<file path="src/rtl/lif_mon_pkg.sv">
// Shared types, width constants and saturation helper for the LIF spike monitor.
package lif_mon_pkg;

  localparam int unsigned TS_W_DEF = 16;
  localparam int unsigned VWORD_W  = 16;

  typedef struct packed {
`ifdef LIF_MON_ISI_EN
    logic [TS_W_DEF-1:0] isi;
`endif
    logic [TS_W_DEF-1:0] ts;
    logic [VWORD_W-1:0]  v;
  } lif_event_t;

  function automatic logic [31:0] sat_inc(input logic [31:0] val, input logic [31:0] max);
    return (val >= max) ? max : val + 32'd1;
  endfunction

endpackage

</file>
<file path="src/rtl/lif_event_fifo.sv">
// Generic show-ahead synchronous FIFO; dout holds the last popped word while empty.
module lif_event_fifo #(
  parameter int unsigned WIDTH = 32,
  parameter int unsigned DEPTH = 8
) (
  input  logic             clk,
  input  logic             rst,
  input  logic             push,
  input  logic             pop,
  input  logic [WIDTH-1:0] din,
  output logic             full,
  output logic             empty,
  output logic [WIDTH-1:0] dout
);

  localparam int unsigned AW = $clog2(DEPTH);

  logic [WIDTH-1:0] mem [DEPTH];
  logic [WIDTH-1:0] hold;
  logic [AW:0]      wr_ptr, rd_ptr;
  logic             do_push, do_pop;

  assign empty   = (wr_ptr == rd_ptr);
  assign full    = (wr_ptr[AW] != rd_ptr[AW]) && (wr_ptr[AW-1:0] == rd_ptr[AW-1:0]);
  assign do_pop  = pop && !empty;
  // A pop frees the slot being written, so push while full is accepted alongside it.
  assign do_push = push && (!full || do_pop);
  assign dout    = empty ? hold : mem[rd_ptr[AW-1:0]];

  always_ff @(posedge clk) begin
    if (do_push) mem[wr_ptr[AW-1:0]] <= din;
  end

  always_ff @(posedge clk or posedge rst) begin
    if (rst) begin
      wr_ptr <= '0;
      rd_ptr <= '0;
      hold   <= '0;
    end else begin
      if (do_push) wr_ptr <= wr_ptr + 1'b1;
      if (do_pop) begin
        rd_ptr <= rd_ptr + 1'b1;
        hold   <= mem[rd_ptr[AW-1:0]];
      end
    end
  end

endmodule

</file>
<file path="src/rtl/lif_spike_monitor.sv">
// Timestamps LIF neuron spikes, queues {ts, pre-spike membrane} events and counts windowed spike rate.
// Optional per-event inter-spike interval output enabled by defining LIF_MON_ISI_EN.
module lif_spike_monitor
  import lif_mon_pkg::*;
#(
  parameter int unsigned TS_W    = TS_W_DEF,
  parameter int unsigned DEPTH   = 8,
  parameter int unsigned WIN_LEN = 256,
  parameter int unsigned CNT_W   = 8
) (
  input  logic               clk,
  input  logic               rst,
  input  logic               run,
  input  logic [15:0]        v_in,
  input  logic               spike_in,
  output logic               ev_valid,
  input  logic               ev_ready,
  output logic [TS_W-1:0]    ev_ts,
  output logic [15:0]        ev_v,
  output logic [CNT_W-1:0]   rate_count,
  output logic               rate_valid,
  output logic               overflow,
  output logic [7:0]         drop_cnt
`ifdef LIF_MON_ISI_EN
  ,output logic [TS_W-1:0]   ev_isi
`endif
);

`ifdef LIF_MON_ISI_EN
  localparam int unsigned ENT_W = 2 * TS_W + VWORD_W;
`else
  localparam int unsigned ENT_W = TS_W + VWORD_W;
`endif
  localparam int unsigned WIN_W = (WIN_LEN > 1) ? $clog2(WIN_LEN) : 1;
  localparam logic [CNT_W-1:0] CNT_MAX = '1;

  logic [TS_W-1:0]    ts;
  logic [VWORD_W-1:0] v_prev;
  logic [WIN_W-1:0]   win;
  logic [CNT_W-1:0]   acc, acc_next;
  logic               cap, full, empty;
  logic [ENT_W-1:0]   din, dout;

  assign cap = run && spike_in;

  always_comb begin
    acc_next = acc;
    if (cap) acc_next = CNT_W'(sat_inc(32'(acc), 32'(CNT_MAX)));
  end

`ifdef LIF_MON_ISI_EN
  localparam logic [TS_W-1:0] TS_MAX = '1;
  logic [TS_W-1:0] isi_cnt;
  logic            isi_seen;

  // isi_cnt equals cycles elapsed since the last captured spike, saturating.
  always_ff @(posedge clk or posedge rst) begin
    if (rst) begin
      isi_cnt  <= '0;
      isi_seen <= 1'b0;
    end else if (!run) begin
      isi_cnt  <= '0;
      isi_seen <= 1'b0;
    end else if (cap) begin
      isi_cnt  <= TS_W'(1);
      isi_seen <= 1'b1;
    end else begin
      isi_cnt  <= TS_W'(sat_inc(32'(isi_cnt), 32'(TS_MAX)));
    end
  end

  assign din    = {(isi_seen ? isi_cnt : '0), ts, v_prev};
  assign ev_isi = dout[ENT_W-1 -: TS_W];
`else
  assign din = {ts, v_prev};
`endif

  assign ev_ts    = dout[VWORD_W +: TS_W];
  assign ev_v     = dout[VWORD_W-1:0];
  assign ev_valid = !empty;

  lif_event_fifo #(
    .WIDTH(ENT_W),
    .DEPTH(DEPTH)
  ) u_fifo (
    .clk  (clk),
    .rst  (rst),
    .push (cap),
    .pop  (ev_ready),
    .din  (din),
    .full (full),
    .empty(empty),
    .dout (dout)
  );

  always_ff @(posedge clk or posedge rst) begin
    if (rst) begin
      ts     <= '0;
      v_prev <= '0;
    end else if (run) begin
      ts     <= ts + 1'b1;
      v_prev <= v_in;
    end else begin
      ts     <= '0;
    end
  end

  always_ff @(posedge clk or posedge rst) begin
    if (rst) begin
      overflow <= 1'b0;
      drop_cnt <= '0;
    end else if (cap && full && !ev_ready) begin
      overflow <= 1'b1;
      drop_cnt <= 8'(sat_inc(32'(drop_cnt), 32'd255));
    end
  end

  always_ff @(posedge clk or posedge rst) begin
    if (rst) begin
      win        <= '0;
      acc        <= '0;
      rate_count <= '0;
      rate_valid <= 1'b0;
    end else if (!run) begin
      win        <= '0;
      acc        <= '0;
      rate_valid <= 1'b0;
    end else if (win == WIN_W'(WIN_LEN - 1)) begin
      win        <= '0;
      acc        <= '0;
      rate_count <= acc_next;
      rate_valid <= 1'b1;
    end else begin
      win        <= win + 1'b1;
      acc        <= acc_next;
      rate_valid <= 1'b0;
    end
  end

endmodule

</file>
<file path="config.mk">
export PLATFORM = sky130hd
export DESIGN_NAME = lif_spike_monitor
export DESIGN_NICKNAME = d
export VERILOG_FILES = /design/src/rtl/lif_mon_pkg.sv /design/src/rtl/lif_event_fifo.sv /design/src/rtl/lif_spike_monitor.sv
export SDC_FILE = /design/constraint.sdc
export NUM_CORES = 1
export LEC_CHECK = 0
export CORE_MARGIN = 2
export CORE_UTILIZATION = 45
export DETAILED_ROUTE_END_ITERATION = 8
export PLACE_DENSITY = 0.67
export SLEW_MARGIN = 20
export SYNTH_ARGS = -nofsm -noshare
export SYNTH_HDL_FRONTEND = slang
export SYNTH_SLANG_ARGS = --single-unit
</file>
<file path="constraint.sdc">
create_clock -name clk -period 10.3 [get_ports clk]
set_input_delay 2.575 -clock clk [delete_from_list [all_inputs] [get_ports clk]]
set_output_delay 2.575 -clock clk [all_outputs]
set_load 0.1 [all_outputs]
</file>
Yosys cells after proc, flatten, opt, wreduce, memory -nomap -nowiden

Memory sizes are Yosys's and may differ from the RTL's.
Index checks and enable logic that the tools add are counted.

Memories: 1
Output and inout bits: 51
Memory bits (writable): 256
Register bits after elaboration: 106

Eq/ne operators: 4
Reductions and logical operators: 11
Muxes and demuxes: 13
Magnitude comparators: 2
Add/subtract/negate cells: 6

Memory list:

| memory     | words | width | rd ports | clocked after Yosys merged registers in | wr ports | RTL line             | source |
|---|---|---|---|---|---|---|---|
| u_fifo.mem | 8     | 32    | 1        | 0                                       | 1        | lif_event_fifo.sv:18 | `logic [WIDTH-1:0] mem [DEPTH];` |

Operators with widths:

| kind                                                     | count |
|---|---|
| 2-to-1 mux 8 bit                                         | 7 |
| 2-to-1 mux 32 bit                                        | 1 |
| adder 8 x 1 -> 8 bit, second input constant              | 3 |
| adder 16 x 1 -> 16 bit, second input constant            | 1 |
| greater-or-equal comparator 8 bit, second input constant | 2 |
| 2-to-1 mux 16 bit                                        | 1 |
| adder 4 x 1 -> 4 bit, second input constant              | 2 |
| == test 8 bit, second input constant                     | 1 |
| logical AND 1 bit                                        | 6 |
| == test 4 bit                                            | 1 |
| 2-to-1 mux 1 bit                                         | 4 |
| == test 3 bit                                            | 1 |
| zero test 1 bit                                          | 3 |
| AND reduction 2 bit                                      | 1 |
| logical OR 1 bit                                         | 1 |
| inequality test 1 bit                                    | 1 |

Logic depth before layout (Yosys ltp)

Depth after elaboration: 7
Mapped depth: 7
Mapped depth without buffers: 5

Hierarchy

A second synthesis with hierarchy kept.

Cells, all modules: 860
Area total of the unflattened synthesis: 14641.5 um^2

By module, submodules not included:

| module            | cells each | area each (um^2) | seq. area each (um^2) | instances |
|---|---|---|---|---|
| lif_event_fifo    | 597        | 11658.7          | 8688.3                | 1 |
| lif_spike_monitor | 263        | 2982.9           | 1651.6                | 1 |

Least setup slack after synthesis

No wires, ideal clock.

Path kind: in2reg
Start point: in run
End point: mem u_fifo.mem[0][0] (enable)
Arrival time: 6.220 ns
Cell stages on the path: 5
Data required time: 9.798 ns
Path slack: 3.579 ns
Library setup time: 0.502 ns
Cell sequence: buf_2 and2_1 buf_2 o21ai_2 nor4_1

Word-level cells in the longest chain between the ends: 4

RTL lines:

| element                                | RTL line                | source |
|---|---|---|
| start: declaration                     | lif_spike_monitor.sv:13 | `input logic run,` |
| logical AND 1 bit                      | lif_spike_monitor.sv:44 | `assign cap = run && spike_in;` |
| logical AND 1 bit                      | lif_event_fifo.sv:27    | `assign do_push = push && (!full \|\| do_pop);` |
| 2-to-1 mux 1 bit                       | lif_event_fifo.sv:31    | `if (do_push) mem[wr_ptr[AW-1:0]] <= din;` |
| 2-to-1 mux 1 bit (not written as such) | lif_event_fifo.sv:31    |  |
| end: declaration                       | lif_event_fifo.sv:18    |  |

Every way passes these cells.

Worst setup path after layout

Start point: reg u_fifo.rd_ptr[1]
End point: out ev_ts[12]

Word-level cells in the longest chain between the ends: 2
Elaborated cells between the ends (all ways): 3
Those cells by class: eq/ne: 1; mux: 1; memory: 1

RTL lines:

| element                                                     | RTL line                | source |
|---|---|---|
| start: declaration                                          | lif_event_fifo.sv:20    | `logic [AW:0] wr_ptr, rd_ptr;` |
| start signal: assignment                                    | lif_event_fifo.sv:42    | `rd_ptr <= rd_ptr + 1'b1;` |
| memory (8 x 32 bit) / == test 4 bit (equally long branches) | -                       |  |
| 2-to-1 mux 32 bit (*)                                       | lif_event_fifo.sv:28    | `assign dout = empty ? hold : mem[rd_ptr[AW-1:0]];` |
| end: declaration                                            | lif_spike_monitor.sv:18 | `output logic [TS_W-1:0] ev_ts,` |

Mark *: on every way between the ends. The rest lies on a longest branch, timed or not.

==> results.md <==
* Synth Instances at 853
* PnR worst setup slack at 3.37 ns
* Post-Route WL at 27700 um
* Cts repair resizes at 0
* Die Wd at 183 um
* Cell variety after synth at 49
* Tightest Pin Transition at 1.01 ns
* GPL Wtd Cong at 0.723
* Layout area overhead at 15.7%
* DIE AREA at 0.0336 mm2
* Core area at 0.0316 mm2
* Number of diodes at 0
* First DRT Iteration DRCs at 511
* Synth Warn # at 0
* Initial Utilization at 45.8%
* CTS H-tree depth at 2
* Grt total ovfl at 0
* Clock Tree Buf Depth at 3
* Buffers added on ports at 71
* Core Rows at 65
* Clock Skew at 0.0221 ns
* Setup violators final at 0
* Layout cells sized above 1 at 17.6%
* Post-route DRC violation count at 0
* Hold Buf Count CTS at 0
* Die Ht at 183 um
* First-pass detailed-route iteration total at 5
* Initial antenna violation count at 0
* RSZ-0062 raised after global routing: false
* Post-DP HPWL at 15100 um
* CTS Buf Count at 38
* Pre-CTS WS at 3.97 ns
* GRT Total Usage at 16.9%
* ANT nets after route at 0
* Crit path max-delay family: buffers and inverters
* Crit start category: register
* Worst path cell trace: xnor2_1 > nand4_1 > buf_4 > a21oi_1 > clkdlybuf4s50_1
* Critical Path AT at 4.35 ns
* Mapped Area at 0.0145 mm2
* Global-route wire length before repair at 43500 um
* Largest net degree at the start of global routing at 68
* Buf/Inv on CP at 2
* Clock root cell: clkbuf_16
* Skew-Pair Late Insertion Delay at 0.52 ns
* Clock Sink Count at 362
* Setup repair bufs after CTS at 0
* Post-synth EDFFs at 256
* Critical path class: reg2out
* Setup TNS at 0 ns
* Tcrit/Tclk final at 67.3%
* Post-synth top flop: edfxtp_1
* Status: finished clean
* Crit path max fanout at 51
* Avg Inst Size Synth at 17.0 um2
* Final Hold Fails at 0
* CP max stage delay at 1.20 ns
* Routed via count at 7513
* Asr flop ratio synth at 29.3%
* Top-Level Pins at 72
* Max-Cap Viols at 0
* Worst min path class: reg2reg
* Synthesized flop and latch total at 362
* Slew HR at 32.2%
* WL/cell at 20.4 um
* Vias in the first global route at 7608
* CP max stage cell: clkdlybuf4s50_1
* NumNets Final at 957
* Sequential area share after synthesis at 71.4%
* Required time of the critical path at 7.73 ns
* Fin crit period at 6.93 ns
* Vias per cell at 5.52
* Pins Over Slew Limit at 0
* Synthesized Nets at 880
* Core Util, Final at 53.0%
* Fmax at 144 MHz
* CTS tree: done
* Clock slew at reported path FFs at 0.06 ns
* Critical Path Sink Type: output pin
cell usage after synthesis (8+ instances only):
cell / instances / share of area, %
xnor2_1: 19 / 1.1
and2_1: 15 / 0.65
mux2_2: 21 / 1.6
clkbuf_1: 8 / 0.21
nand3_1: 13 / 0.45
mux2i_1: 36 / 2.5
dfrtp_1: 106 / 18
edfxtp_1: 256 / 53
o21ai_1: 18 / 0.62
nand4_1: 9 / 0.39
nor2_1: 47 / 1.2
o21ai_0: 20 / 0.69
buf_2: 26 / 0.90
mux4_2: 64 / 10
a21oi_1: 45 / 1.6
nand2_1: 51 / 1.3
and3_1: 9 / 0.39
xor2_1: 9 / 0.54
cell type report:
class	instances	area, um2
Fill cell	2502	14900
Tap cell	402	503
Inverter	6	25.0
Multi-Input combinational cell	437	3910
Timing Repair Buffer	85	811
Sequential cell	362	10300
Clock buffer	55	1070
Clock inverter	14	91.3
cell families after synthesis:
group,synth area share [%]
multiplexers,14.2
AND/OR/NAND/NOR,5.82
adder cells (fa/ha/maj),0.518
flip-flops,71.4
XOR/XNOR,1.81
buffers and inverters,2.06
AO/OA/AOI/OAI,4.16
metrics by stage:
step / std cells / area (um2) / hold slack, ns
2_1_floorplan: 853 / 14500 / 0.448
3_3_place_gp: 1292 / 15600 / 0.445
3_5_place_dp: 1292 / 15600 / 0.455
4_1_cts: 1361 / 16700 / 0.468
5_1_grt: 1361 / 16800 / 0.490
6_report: 1361 / 16800 / 0.458
final timing paths:
path / end / from / slack (ns) / depth (start not counted)
setup / recovery: ev_ts[12] / u_fifo.rd_ptr[1] / 3.37 / 5
hold / removal: overflow / overflow / 0.46 / 1
setup reg to reg: u_fifo.mem[1][1] / u_fifo.rd_ptr[1] / 7.30 / 5
hold reg to reg: overflow / overflow / 0.46 / 1
max in group asynchronous: u_fifo.rd_ptr[1] / rst / 6.45 / 3
min in group asynchronous: u_fifo.hold[6] / rst / 2.54 / 2
metal layers:
layer | GRT usage [%] | share of wire, %
met1 | 23.2 | 44
met3 | 2.80 | 4.0
met2 | 28.1 | 50
met5 | 0 | 0
met4 | 4.67 | 1.9
placed cells by master, fill, tap and decap left out, types with 8 or more instances in the layout:
cell type / instances
buf_4: 14
xor2_1: 9
clkdlybuf4s50_1: 70
nor2_1: 45
mux4_2: 64
and3_1: 9
clkinv_1: 8
mux2_2: 21
clkbuf_1: 13
nand4_1: 9
clkbuf_16: 39
dfrtp_1: 103
a21oi_1: 45
o21ai_0: 20
xnor2_1: 19
mux2i_1: 36
and2_1: 15
o21ai_1: 18
nand2_1: 51
nand3_1: 13
edfxtp_1: 256
registers in the layout, summed over array words and instances, names as in the netlist:
| signal | cells |
|---|---|
| drop_cnt | 8 |
| u_fifo.mem | 256 |
| rate_count | 8 |
| ts | 16 |
| overflow | 1 |
| u_fifo.rd_ptr | 4 |
| v_prev | 16 |
| acc | 8 |
| rate_valid | 1 |
| u_fifo.hold | 32 |
| win | 8 |
| u_fifo.wr_ptr | 4 |
Power is not shown: default switching activity piles up to over one toggle a cycle in this logic, so the estimate is an artifact.
